$ cat src/rtl/position_poller_pkg.sv
`default_nettype none
// ============================================================================
//  Module   : position_poller_pkg
//  Purpose  : Shared constants and types for the position poller and the
//             position-update unit: position width, FSM state encoding and
//             default timing parameters.
//  Ports    : none (package)
//  Revision : 1.0  initial release
// ============================================================================
package position_poller_pkg;

   // Position width, shared with the position-update unit.
   localparam int c_POS_W = 8;

   // Width of the per-state cycle counter (covers GAP and TIMEOUT up to 255).
   localparam int c_CNT_W = 8;

   // Width of the saturating stall counter.
   localparam int c_STALL_W = 4;

   // FSM state encoding.
   localparam logic [2:0] c_ST_IDLE    = 3'd0;
   localparam logic [2:0] c_ST_READY   = 3'd1;
   localparam logic [2:0] c_ST_REQ     = 3'd2;
   localparam logic [2:0] c_ST_ACK     = 3'd3;
   localparam logic [2:0] c_ST_CAPTURE = 3'd4;
   localparam logic [2:0] c_ST_GAP     = 3'd5;

   typedef enum logic [2:0] {
      ST_IDLE    = c_ST_IDLE,
      ST_READY   = c_ST_READY,
      ST_REQ     = c_ST_REQ,
      ST_ACK     = c_ST_ACK,
      ST_CAPTURE = c_ST_CAPTURE,
      ST_GAP     = c_ST_GAP
   } state_t;

   // Default timing parameters.
   localparam int unsigned c_GAP_DEFAULT         = 4;
   localparam int unsigned c_STALL_LIMIT_DEFAULT = 3;
   localparam int unsigned c_TIMEOUT_DEFAULT     = 255;

endpackage
`default_nettype wire

$ cat src/rtl/position_poller_displacement_calc.sv
`default_nettype none
// ============================================================================
//  Module   : displacement_calc
//  Purpose  : Combinational displacement between a new and a previous
//             position, modulo 2^c_POS_W, plus an "unchanged" flag.
//  Ports    : x_new, y_new   in   new position
//             x_prev, y_prev in   previous position
//             dx, dy         out  new - previous (wrapping, two's complement)
//             same           out  1 when both coordinates are unchanged
//  Revision : 1.0  initial release
// ============================================================================
module displacement_calc
   import position_poller_pkg::*;
(
   input  logic [c_POS_W-1:0] x_new,
   input  logic [c_POS_W-1:0] y_new,
   input  logic [c_POS_W-1:0] x_prev,
   input  logic [c_POS_W-1:0] y_prev,
   output logic [c_POS_W-1:0] dx,
   output logic [c_POS_W-1:0] dy,
   output logic               same
);

   // Plain unsigned subtraction truncated to c_POS_W bits gives the signed
   // wrap-around displacement.
   assign dx   = x_new - x_prev;
   assign dy   = y_new - y_prev;
   assign same = (x_new == x_prev) && (y_new == y_prev);

endmodule
`default_nettype wire

$ cat src/rtl/position_poller.sv
`default_nettype none
// ============================================================================
//  Module   : position_poller
//  Purpose  : Initiator of the soc_p/eoc_p handshake. Repeatedly requests a
//             position while run is high, captures x/y, computes the step
//             displacement, counts samples and flags stall / timeout.
//  Ports    : clock, reset      in   clock, synchronous active-high reset
//             run               in   polling enable (checked at end of GAP)
//             soc_p             out  start-of-conversion request
//             eoc_p             in   end-of-conversion / idle indicator
//             x, y              in   position from the update unit
//             x_last, y_last    out  last captured position
//             dx, dy            out  displacement of last step
//             sample_valid      out  one-cycle pulse on new sample
//             n_samples         out  saturating sample count
//             stalled           out  position unchanged for STALL_LIMIT steps
//             timeout           out  sticky handshake-abort flag
//  Revision : 1.0  initial release
// ============================================================================
module position_poller
   import position_poller_pkg::*;
#(
   parameter int unsigned GAP         = c_GAP_DEFAULT,
   parameter int unsigned STALL_LIMIT = c_STALL_LIMIT_DEFAULT,
   parameter int unsigned TIMEOUT     = c_TIMEOUT_DEFAULT
)(
   input  logic               clock,
   input  logic               reset,
   input  logic               run,
   output logic               soc_p,
   input  logic               eoc_p,
   input  logic [c_POS_W-1:0] x,
   input  logic [c_POS_W-1:0] y,
   output logic [c_POS_W-1:0] x_last,
   output logic [c_POS_W-1:0] y_last,
   output logic [c_POS_W-1:0] dx,
   output logic [c_POS_W-1:0] dy,
   output logic               sample_valid,
   output logic [7:0]         n_samples,
   output logic               stalled,
   output logic               timeout
);

   // Terminal counts: the counter starts at 0 on state entry, so reaching
   // value N-1 means N cycles have been spent in the state.
   localparam logic [c_CNT_W-1:0]   c_TMO_LAST  = c_CNT_W'(TIMEOUT - 1);
   localparam logic [c_CNT_W-1:0]   c_GAP_LAST  = c_CNT_W'(GAP - 1);
   localparam logic [c_STALL_W-1:0] c_STALL_LIM = c_STALL_W'(STALL_LIMIT);

   state_t                 r_state;
   state_t                 w_next_state;
   logic [c_CNT_W-1:0]     r_cnt;
   logic                   w_abort;
   logic                   w_capture;
   logic                   w_counting;

   logic                   r_soc_p;
   logic [c_POS_W-1:0]     r_x_last;
   logic [c_POS_W-1:0]     r_y_last;
   logic [c_POS_W-1:0]     r_dx;
   logic [c_POS_W-1:0]     r_dy;
   logic                   r_sample_valid;
   logic [7:0]             r_n_samples;
   logic                   r_stalled;
   logic                   r_timeout;
   logic                   r_have_prev;
   logic [c_STALL_W-1:0]   r_stall_cnt;
   logic [c_STALL_W-1:0]   w_stall_next;

   logic [c_POS_W-1:0]     w_dx;
   logic [c_POS_W-1:0]     w_dy;
   logic                   w_same;

   displacement_calc u_disp (
      .x_new  (x),
      .y_new  (y),
      .x_prev (r_x_last),
      .y_prev (r_y_last),
      .dx     (w_dx),
      .dy     (w_dy),
      .same   (w_same)
   );

   // ---------------------------------------------------------------------
   // Next-state logic. A normal handshake transition takes priority over a
   // timeout abort landing on the same cycle.
   // ---------------------------------------------------------------------
   always_comb begin
      w_next_state = r_state;
      w_abort      = 1'b0;
      case (r_state)
         ST_IDLE:    if (run) w_next_state = ST_READY;
         ST_READY:   if (eoc_p) w_next_state = ST_REQ;
                     else if (r_cnt == c_TMO_LAST) w_abort = 1'b1;
         ST_REQ:     if (!eoc_p) w_next_state = ST_ACK;
                     else if (r_cnt == c_TMO_LAST) w_abort = 1'b1;
         ST_ACK:     if (eoc_p) w_next_state = ST_CAPTURE;
                     else if (r_cnt == c_TMO_LAST) w_abort = 1'b1;
         ST_CAPTURE: w_next_state = ST_GAP;
         ST_GAP:     if (r_cnt == c_GAP_LAST) w_next_state = run ? ST_READY : ST_IDLE;
         default:    w_next_state = ST_IDLE;
      endcase
      if (w_abort) w_next_state = ST_IDLE;
   end

   // The result is taken the same cycle eoc_p=1 is seen in ACK, so the
   // registered outputs appear during CAPTURE.
   assign w_capture  = (r_state == ST_ACK) && eoc_p;
   assign w_counting = (r_state == ST_READY) || (r_state == ST_REQ) ||
                       (r_state == ST_ACK)   || (r_state == ST_GAP);

   // The first sample after reset has no predecessor and never counts as
   // an unchanged step.
   always_comb begin
      w_stall_next = '0;
      if (w_same && r_have_prev) begin
         w_stall_next = (r_stall_cnt == '1) ? r_stall_cnt
                                            : r_stall_cnt + c_STALL_W'(1);
      end
   end

   always_ff @(posedge clock) begin
      if (reset) begin
         r_state        <= ST_IDLE;
         r_cnt          <= '0;
         r_soc_p        <= 1'b0;
         r_x_last       <= '0;
         r_y_last       <= '0;
         r_dx           <= '0;
         r_dy           <= '0;
         r_sample_valid <= 1'b0;
         r_n_samples    <= '0;
         r_stalled      <= 1'b0;
         r_timeout      <= 1'b0;
         r_have_prev    <= 1'b0;
         r_stall_cnt    <= '0;
      end else begin
         r_state        <= w_next_state;
         r_cnt          <= (w_counting && (w_next_state == r_state))
                           ? r_cnt + c_CNT_W'(1) : '0;
         // soc_p is registered from the next state so it is high exactly
         // while the FSM sits in REQ.
         r_soc_p        <= (w_next_state == ST_REQ);
         r_sample_valid <= w_capture;
         if (w_abort) r_timeout <= 1'b1;
         if (w_capture) begin
            r_x_last    <= x;
            r_y_last    <= y;
            r_dx        <= r_have_prev ? w_dx : '0;
            r_dy        <= r_have_prev ? w_dy : '0;
            r_have_prev <= 1'b1;
            if (r_n_samples != 8'hFF) r_n_samples <= r_n_samples + 8'd1;
            r_stall_cnt <= w_stall_next;
            r_stalled   <= (w_stall_next >= c_STALL_LIM);
         end
      end
   end

   assign soc_p        = r_soc_p;
   assign x_last       = r_x_last;
   assign y_last       = r_y_last;
   assign dx           = r_dx;
   assign dy           = r_dy;
   assign sample_valid = r_sample_valid;
   assign n_samples    = r_n_samples;
   assign stalled      = r_stalled;
   assign timeout      = r_timeout;

endmodule
`default_nettype wire
$ cat config.mk
export PLATFORM = sky130hd
export DESIGN_NAME = position_poller
export DESIGN_NICKNAME = d
export VERILOG_FILES = /design/src/rtl/position_poller_pkg.sv /design/src/rtl/position_poller_displacement_calc.sv /design/src/rtl/position_poller.sv
export SDC_FILE = /design/constraint.sdc
export NUM_CORES = 1
export LEC_CHECK = 0
export ABC_CLOCK_PERIOD_IN_PS = 2700
export CORE_MARGIN = 10
export CORE_UTILIZATION = 40
export CTS_CLUSTER_DIAMETER = 120
export DETAILED_ROUTE_END_ITERATION = 12
export MAX_ROUTING_LAYER = met4
export SKIP_CTS_REPAIR_TIMING = 1
export SLEW_MARGIN = 40
export SYNTH_ARGS = -nofsm -noshare
export SYNTH_HDL_FRONTEND = slang
export SYNTH_SLANG_ARGS = --single-unit
$ cat constraint.sdc
create_clock -name clock -period 2.7 [get_ports clock]
set_input_delay 0.54 -clock clock [delete_from_list [all_inputs] [get_ports clock]]
set_output_delay 0.54 -clock clock [all_outputs]
set_load 0.01 [all_outputs]
After elaboration in Yosys (flattened, before gate mapping)
Index checks and enable logic that the tools add are counted.
{"block": "word_totals", "memories": 0, "ramBits": 0, "output_inout_bits": 44, "ff_bits": 60, "rom_bits": 0, "latch_bits": 0}
{"block": "op_classes", "n_div": 0, "multipliers": 0, "n_bitwise": 1, "order_cmp": 1, "mux": 16, "eq_ne": 13, "n_reduce_logical": 11, "addsub": 5, "n_shift": 0}
{"operator": "$mux 3", "n": 6}
{"operator": "$pmux 3 s6", "n": 1}
{"operator": "$add 8x1->8 const B", "n": 2}
{"operator": "$eq 8x8->1", "n": 2}
{"operator": "$mux 8", "n": 2}
{"operator": "$sub 8x8->8", "n": 2}
{"operator": "$eq 3x2->1 const B", "n": 3}
{"operator": "$eq 8x2->1 const B", "n": 1}
{"operator": "$eq 8x8->1 const B", "n": 1}
{"operator": "$mux 4", "n": 2}
{"operator": "$ne 8x8->1 const B", "n": 1}
{"operator": "$eq 3x3->1 const B", "n": 2}
{"operator": "$add 4x1->4 const B", "n": 1}
{"operator": "$eq 4x4->1 const B", "n": 1}
{"operator": "$ge 4x2->1 const B", "n": 1}
{"operator": "$logic_and 1x1->1", "n": 4}
{"operator": "$mux 1", "n": 4}
{"operator": "$reduce_or 2->1", "n": 2}
{"operator": "$eq 3x1->1 const B", "n": 1}
{"operator": "$eq 3x3->1", "n": 1}
{"operator": "$logic_not 3->1", "n": 1}
{"operator": "$logic_or 1x1->1", "n": 3}
{"operator": "$pmux 1 s2", "n": 1}
{"operator": "$reduce_and 2->1", "n": 1}
{"operator": "$not 1->1", "n": 1}

Logic depth before layout (Yosys ltp)
Gate-level depths: netlist of run 1.
{"block": "logic_depth", "ltp_word": 9, "mapped_depth": 9, "ltp_nobuf": 9}

By module
Synthesis of run 1 repeated with hierarchy kept, for this count alone.
{"block": "hier_totals", "cells_unflattened": 398, "hier_area_um2": 3141.8}
{"mod": "position_poller", "seq_area_each_um2": 1201.2, "instances": 1, "cells_each": 297, "area_each_um2": 2464.9}
{"mod": "displacement_calc", "seq_area_each_um2": 0.0, "instances": 1, "cells_each": 101, "area_each_um2": 676.9}

Worst setup path after synthesis of run 1
Ideal clock, no wire load.
{"block": "synth_path", "path_type": "input to register", "start": "input x[0]", "end": "register r_dx[6], in the netlist dx[6]", "t_required_ns": 2.576, "path_stages": 9, "setup_slack_ns": 0.652, "setup_time_ns": 0.124, "arrival_time_ns": 1.924, "cell_sequence": "inv_1 > ha_1 > inv_1 > fa_1 > a211oi_1 > o21bai_1 > a21oi_1 > xor2_1 > o21ai_0"}
{"block": "synth_via", "elab_chain_cells": 2}
{"element": "start, declared", "line": "position_poller.sv:32", "rtl": "input logic [c_POS_W-1:0] x,"}
{"element": "$sub 8x8->8", "line": "position_poller_displacement_calc.sv:26", "rtl": "assign dx = x_new - x_prev;"}
{"element": "$mux 8", "line": "position_poller.sv:149", "rtl": "r_dx <= r_have_prev ? w_dx : '0;"}
{"element": "end signal, assigned", "line": "position_poller.sv:149"}
{"element": "end, declared", "line": "position_poller.sv:60", "rtl": "logic [c_POS_W-1:0] r_dx;"}
No other way between the ends.
A chain may end at the register's enable or synchronous reset.

Worst setup path after layout of run 1
Ends and elaborated chain as after synthesis.

==> out/metrics.cfg, run 1 <==
[yosys]
synth_xor_area_frac=0.0637
synth_top_family_by_area=simple AND/OR/NAND/NOR gates
synth-async-reset-ratio=0
synth-edff-count=0
synth_ff_type=dfxtp_1
yosysWarningCount=0
syn-num-nets=414
synth_seq_cells=60
synth.area.mux_share=0.00792
synth_fa_ha_area_frac=0.0871
synth_cell_types=51
synth_compound_area_frac=0.167
syn_area_per_cell_um2=8.45
synth.yosys.seq_area_share=0.380
synthCells=374
synthSimpleGateAreaFrac=0.243
mappedNetlistArea_mm2=0.00316

[run]
max_cap_viol_count=0

[finish]
layout.nets=479
area_growth_syn_to_layout_pct=30.5
num-fill-cells=741
mostFrequentLayoutCells=nand2_1 (62), clkdlybuf4s50_1 (62), dfxtp_1 (60), a21oi_1 (40), inv_1 (22)
fin_util=0.536
multi_input_comb_area_mm2=0.00180
insertedDiodeCount=0
final_layout_size_suffix_gt1_frac=0.0901
regArea_mm2=0.00120

[setup_path]
cp_top_family=compound AO/OA/AOI/OAI gates
arrival_ns=2.51
cp_max_fo=3
crit_path_max_incr_delay_ns=0.42
worst_path_max_delay_cell=clkdlybuf4s50_1
critical_path.cell_chain=clkdlybuf4s50_1, inv_1, ha_1, inv_1, fa_1, a211oi_1, o21bai_1, a21oi_1, xor2_1, o21ai_0
reg2reg_depth=6
crit_required_ns=2.92
crit_buf_inv=3
start_kind=input pin
cp_common_cell=inv_1
critPathKind=input pin to flip-flop
r2r_start=r_cnt[0]
worst-path-stages=10
worst-r2r-setup-slack_ns=0.62
rr_endpoint=r_cnt[6]
cp-end-kind=flip-flop

[global_route]
grt_pass1_wl_um=13100
grt_usage=0.140
grt_max_degree=31
antenna_found_initial=0
grt-ovfl-total=0
grt_pass1_vias=2657

[sta]
fmax_mhz=436
min_period_ns=2.29
worst-slew-pin-transition_ns=0.478
report.final.slew_viol_count=0
finalHoldViolations=0
rsz0062_at_grt=false
final.setup.tns_ns=0
period_share=0.849
skew_ns=0.00472
setup_viol=0
slew_headroom=0.680

[place]
gp_congestion=0.785
io_buffer_count=63
hpwl_um=5930

[detailed_routing]
detail_route.drc_violations=0
wire_per_inst_um=14.6
routed_wl_um=7950
highest_layer=met4
dr.pass1.iters=4
drt_iter0_markers=133
num_vias=2781
wl_met3_um=431
route.met2.wl_um=3490
ant_nets=0
wl_met1_um=3890
viasPerCell=5.09

[power_and_ir_drop]
p_clk_frac=0.448
pwr-share-comb=0.104
ir_drop_uv=285
switchingPower_uw=484
leakagePower_uw=0.00144
switching_share=0.240
p_int_uw=1530
p_per_area_mw_per_mm2=489
seq_power_share=0.448

[die]
die_h_um=109
die_width_um=109
initial_core_util=0.411
ioPinCount=64
rows=32
core_area_mm2=0.00769
dieArea_mm2=0.0119

[clock_network]
cts_buffer_depth=2
worstSkewPairLatency_ns=0.34
clk_pin_slew_ns=0.07
numCtsBuffers=9
cts.sinks=60
root_buffer=clkbuf_8
htree_levels=3
cts_tree=built

[worst_hold_path]
min_to=dx[5]
hp-class=flip-flop to flip-flop
worstHoldPathCells=2
hold_start=dx[5]

[status]
status=finished, final reports clean

## logic make-up after synthesis
kind of cell / after synthesis
AND/OR/NAND/NOR: 144
AO/OA/AOI/OAI: 85
flip-flops: 60
buffers and inverters: 39
XOR/XNOR: 23
adder cells (fa/ha/maj): 21
multiplexers: 2
## power groups by stage
stage	sequential (µW)	clock [µW]	combinational (µW)
after floorplan	920	0	140
after global placement	924	0	210
after detailed placement	924	0	210
after CTS	904	923	211
after global routing	905	965	232
final	904	903	209
## worst max-delay path by stage
stage	from	to	slack, ns
6_report	x[0]	dx[6]	0.41
5_1_grt	x[0]	dx[6]	0.18
4_1_cts	x[0]	dx[6]	0.39
3_5_place_dp	x[0]	dx[6]	0.02
3_3_place_gp	x[0]	dx[6]	0.10
2_1_floorplan	x[0]	dx[6]	0.65
## cell usage after synthesis, types with 2 or more instances
library cell	instances	share of area
a21oi_1	40	0.063
a21o_1	5	0.012
xnor2_1	11	0.030
clkbuf_1	12	0.014
and3_1	4	0.0079
o21bai_1	2	0.0047
a31oi_1	3	0.0059
o31ai_1	2	0.0047
o21a_1	3	0.0071
nor3_1	6	0.0095
inv_1	22	0.026
o21ai_0	12	0.019
dfxtp_1	60	0.38
buf_2	3	0.0047
nand4_1	8	0.016
nor4b_1	2	0.0055
a211o_1	2	0.0055
nand3_1	16	0.025
nor3_2	8	0.025
o2111ai_1	2	0.0055
nor2_1	18	0.021
nand2_1	62	0.074
a211oi_1	4	0.0095
nand3b_1	4	0.0095
ha_1	18	0.071
nand2b_1	5	0.0099
xor2_1	12	0.033
nor4_4	2	0.013
o21ai_1	3	0.0047
fa_1	2	0.013
## metrics by stage
stage	std cells	power, µW	cell area [µm²]	worst slack, ns	hold slack (ns)
floorplan	374	1060	3160	0.652	0.476
global placement	530	1130	3910	0.103	0.441
detailed placement	530	1130	3910	0.0241	0.447
CTS	546	2040	4120	0.392	0.461
global route	546	2100	4120	0.179	0.490
finish	546	2020	4120	0.407	0.455
## per-layer routing
metal  vias to the layer above  GRT usage
li1                       1435          -
met1                      1271      0.179
met2                        63      0.208
met3                        12     0.0360
met4                         0     0.0546
met5                         -          -
## worst reg2reg max path, stage by stage (launching register included)
cell	delay, ns
dfxtp_1	0.43
ha_1	0.26
nor4b_1	0.29
nand2_1	0.15
a31oi_1	0.29
mux2_4	0.41
nor3_2	0.18
## final cells by class
| class | instances | share of cell area |
|---|---|---|
| multi-input cells | 275 | 0.436 |
| flip-flops and latches | 60 | 0.291 |
| repair buffers | 71 | 0.169 |
| clock buffers | 11 | 0.0343 |
| well taps | 102 | 0.0309 |
| inverters | 22 | 0.0200 |
| clock inverters | 5 | 0.0182 |
## sequential cells by signal (all words and copies together), names as in the netlist
signal and flops:
dx 8, dy 8, n_samples 8, r_cnt 8, r_have_prev 1, r_stall_cnt 4, r_state 3, sample_valid 1
soc_p 1, stalled 1, timeout 1, x_last 8, y_last 8
No activity file was read; power rests on OpenSTA's default activity.
==> inputs of run 2 (changes only) <==
ABC_CLOCK_PERIOD_IN_PS = 2200   (was 2700)
clock period = 2.2 ns   (was 2.7 ns; I/O delays follow)
==> run 2 against run 1 <==
  * Hold slack got worse by 0.031 ns
  * Die area unchanged
  * Sequential power grew 23%
  * Total power rose by 26%
  * Clock power up 25%
  * Largest cell class unchanged
  * Highest routed layer unchanged
==> out/metrics.cfg, run 2 (same netlist as run 1, synthesis figures left out) <==
[sta]
report.final.slew_viol_count=0  ; unchanged
rsz0062_at_grt=true
worst-slew-pin-transition_ns=0.491  ; +0.0130 ns
fmax_mhz=470
slew_headroom=0.672  ; -0.00868
period_share=0.968
min_period_ns=2.13
finalHoldViolations=0  ; unchanged
setup_viol=0  ; unchanged
final.setup.tns_ns=0  ; unchanged
skew_ns=0.0103  ; +0.00555 ns

[clock_network]
cts_buffer_depth=2  ; unchanged
numCtsBuffers=9  ; unchanged
worstSkewPairLatency_ns=0.34  ; about the same
root_buffer=clkbuf_8
cts.sinks=60  ; unchanged
clk_pin_slew_ns=0.07  ; about the same
cts_tree=built
htree_levels=3  ; unchanged

[detailed_routing]
dr.pass1.iters=4  ; unchanged
drt_iter0_markers=88  ; -34%
detail_route.drc_violations=0  ; unchanged
viasPerCell=5.12  ; +0.46%
num_vias=2937  ; +5.6%
ant_nets=0  ; unchanged
routed_wl_um=8540  ; +7.4%
wire_per_inst_um=14.9  ; +2.2%

[finish]
fin_area_mm2=0.00437  ; +6.0%
area_growth_syn_to_layout_pct=38.3
mostFrequentLayoutCells=nand2_1 (62), clkdlybuf4s50_1 (62), dfxtp_1 (60), a21oi_1 (39), buf_4 (35)
layout.nets=507  ; +5.8%
final_layout_size_suffix_gt1_frac=0.159  ; +0.0688
fin_util=0.569  ; +0.0322
num-fill-cells=757  ; +2.2%
final_cells=574  ; +5.1%
insertedDiodeCount=0  ; unchanged

[power_and_ir_drop]
seq_power_share=0.435  ; -0.013
switching_share=0.248  ; +0.00822
p_clk_frac=0.445  ; -0.003
p_per_area_mw_per_mm2=581  ; +19%
leakagePower_uw=0.00157  ; +9.3%
switchingPower_uw=631  ; +30%
pwr-share-comb=0.120  ; +0.016
p_int_uw=1910  ; +25%
ir_drop_uv=290  ; +1.8%

[setup_path]
crit_path_max_incr_delay_ns=0.43  ; about the same
critPathKind=input pin to flip-flop
critical_path.cell_chain=clkdlybuf4s50_1, inv_1, ha_1, inv_1, fa_2, a211oi_2, o21bai_1, a21oi_1, xor2_1, o21ai_0
worst-r2r-setup-slack_ns=0.27  ; -0.35 ns
rr_endpoint=r_cnt[5]
r2r_start=r_cnt[1]
crit_required_ns=2.42  ; -0.50 ns
cp_common_cell=inv_1
crit_start=x[0]
arrival_ns=2.35  ; -0.16 ns
reg2reg_depth=6  ; unchanged
worst_path_max_delay_cell=clkdlybuf4s50_1
cp-end-kind=flip-flop
cp_max_fo=2  ; -1
start_kind=input pin

[global_route]
antenna_found_initial=0  ; unchanged
grt-ovfl-total=0  ; unchanged
grt_usage=0.145  ; +0.00506
grt_max_degree=31  ; unchanged
grt_pass1_vias=2877  ; +8.3%
grt_pass1_wl_um=13600  ; +4.3%

[place]
gp_congestion=0.796  ; +1.4%
placed_cell_area_mm2=0.00412  ; +5.4%
dp_cells=558  ; +5.3%
io_buffer_count=63  ; unchanged
hpwl_um=6310  ; +6.3%

[die]
die_width_um=109  ; unchanged
die_h_um=109  ; unchanged
dieArea_mm2=0.0119  ; unchanged
ioPinCount=64  ; unchanged
rows=32  ; unchanged
core_area_mm2=0.00769  ; unchanged
initial_core_util=0.411  ; unchanged

[run]
max_cap_viol_count=0  ; unchanged

[status]
status=finished, final reports clean

[worst_hold_path]
hp-class=input pin to flip-flop
worstHoldPathCells=2  ; unchanged
hold_start=reset
min_to=timeout

[run 2: cell count changes in the layout (fill, tap and decap cells not counted), sizes merged]
cell      change
buf          +28
clkinv        -2
clkbuf        -1
clkinvlp      +3
[run 2: worst max path at each step]
stage                        to  slack, ns  depth (start not counted)
after floorplan           dx[6]       0.25                          9
after global placement    dx[6]      -0.28                         10
after detailed placement  dx[6]      -0.31                         10
after CTS                 dx[6]     -0.005                         10
after global routing      dy[6]      -0.04                         10
final                     dx[6]       0.07                         10
[run 2: power groups by stage]
| stage | clock, µW | sequential, µW | combinational (µW) |
|---|---|---|---|
| finish | 1130 | 1110 | 305 |
| global route | 1200 | 1110 | 334 |
| CTS | 1140 | 1110 | 301 |
| detailed placement | 0 | 1130 | 297 |
| global placement | 0 | 1130 | 294 |
| floorplan | 0 | 1130 | 172 |
[run 2: cell type report]
type                            count  area [µm²]  area share
Clock inverter                      6        87.6      0.0200
Clock buffer                       10         138      0.0315
Multi-Input combinational cell    275        1830       0.418
Tap cell                          102         128      0.0292
Sequential cell                    60        1200       0.275
Timing Repair Buffer               99         908       0.208
Inverter                           22        82.6      0.0189
[run 2: through the flow]
stage / power, µW / worst slack, ns / hold WS [ns]
after CTS: 2550 / -0.00473 / 0.425
after detailed placement: 1430 / -0.313 / 0.448
after global placement: 1420 / -0.279 / 0.438
after global routing: 2640 / -0.0439 / 0.438
final: 2540 / 0.0703 / 0.424
after floorplan: 1300 / 0.252 / 0.476
[run 2: worst max-delay path, delay by kind of cell]
kind / cells / cell delay (ns)
compound gates: 4 / 0.69
xor+xnor: 1 / 0.17
fa+ha+maj: 2 / 0.51
buf+inv: 3 / 0.56
[run 2: metal layers]
layer	part of all wire	track usage	wire (µm)
met1	0.46	0.175	3950
met2	0.46	0.231	3970
met3	0.061	0.0372	524
met4	0.012	0.0499	99
met5	0	-	0
==> inputs of run 3 (changes only) <==
CTS_BUF_LIST = sky130_fd_sc_hd__clkbuf_4 sky130_fd_sc_hd__clkbuf_8 sky130_fd_sc_hd__clkbuf_16   (was not set)
==> results of run 3 <==
No change in the layout: final DEF, timing and power equal those of run 2.
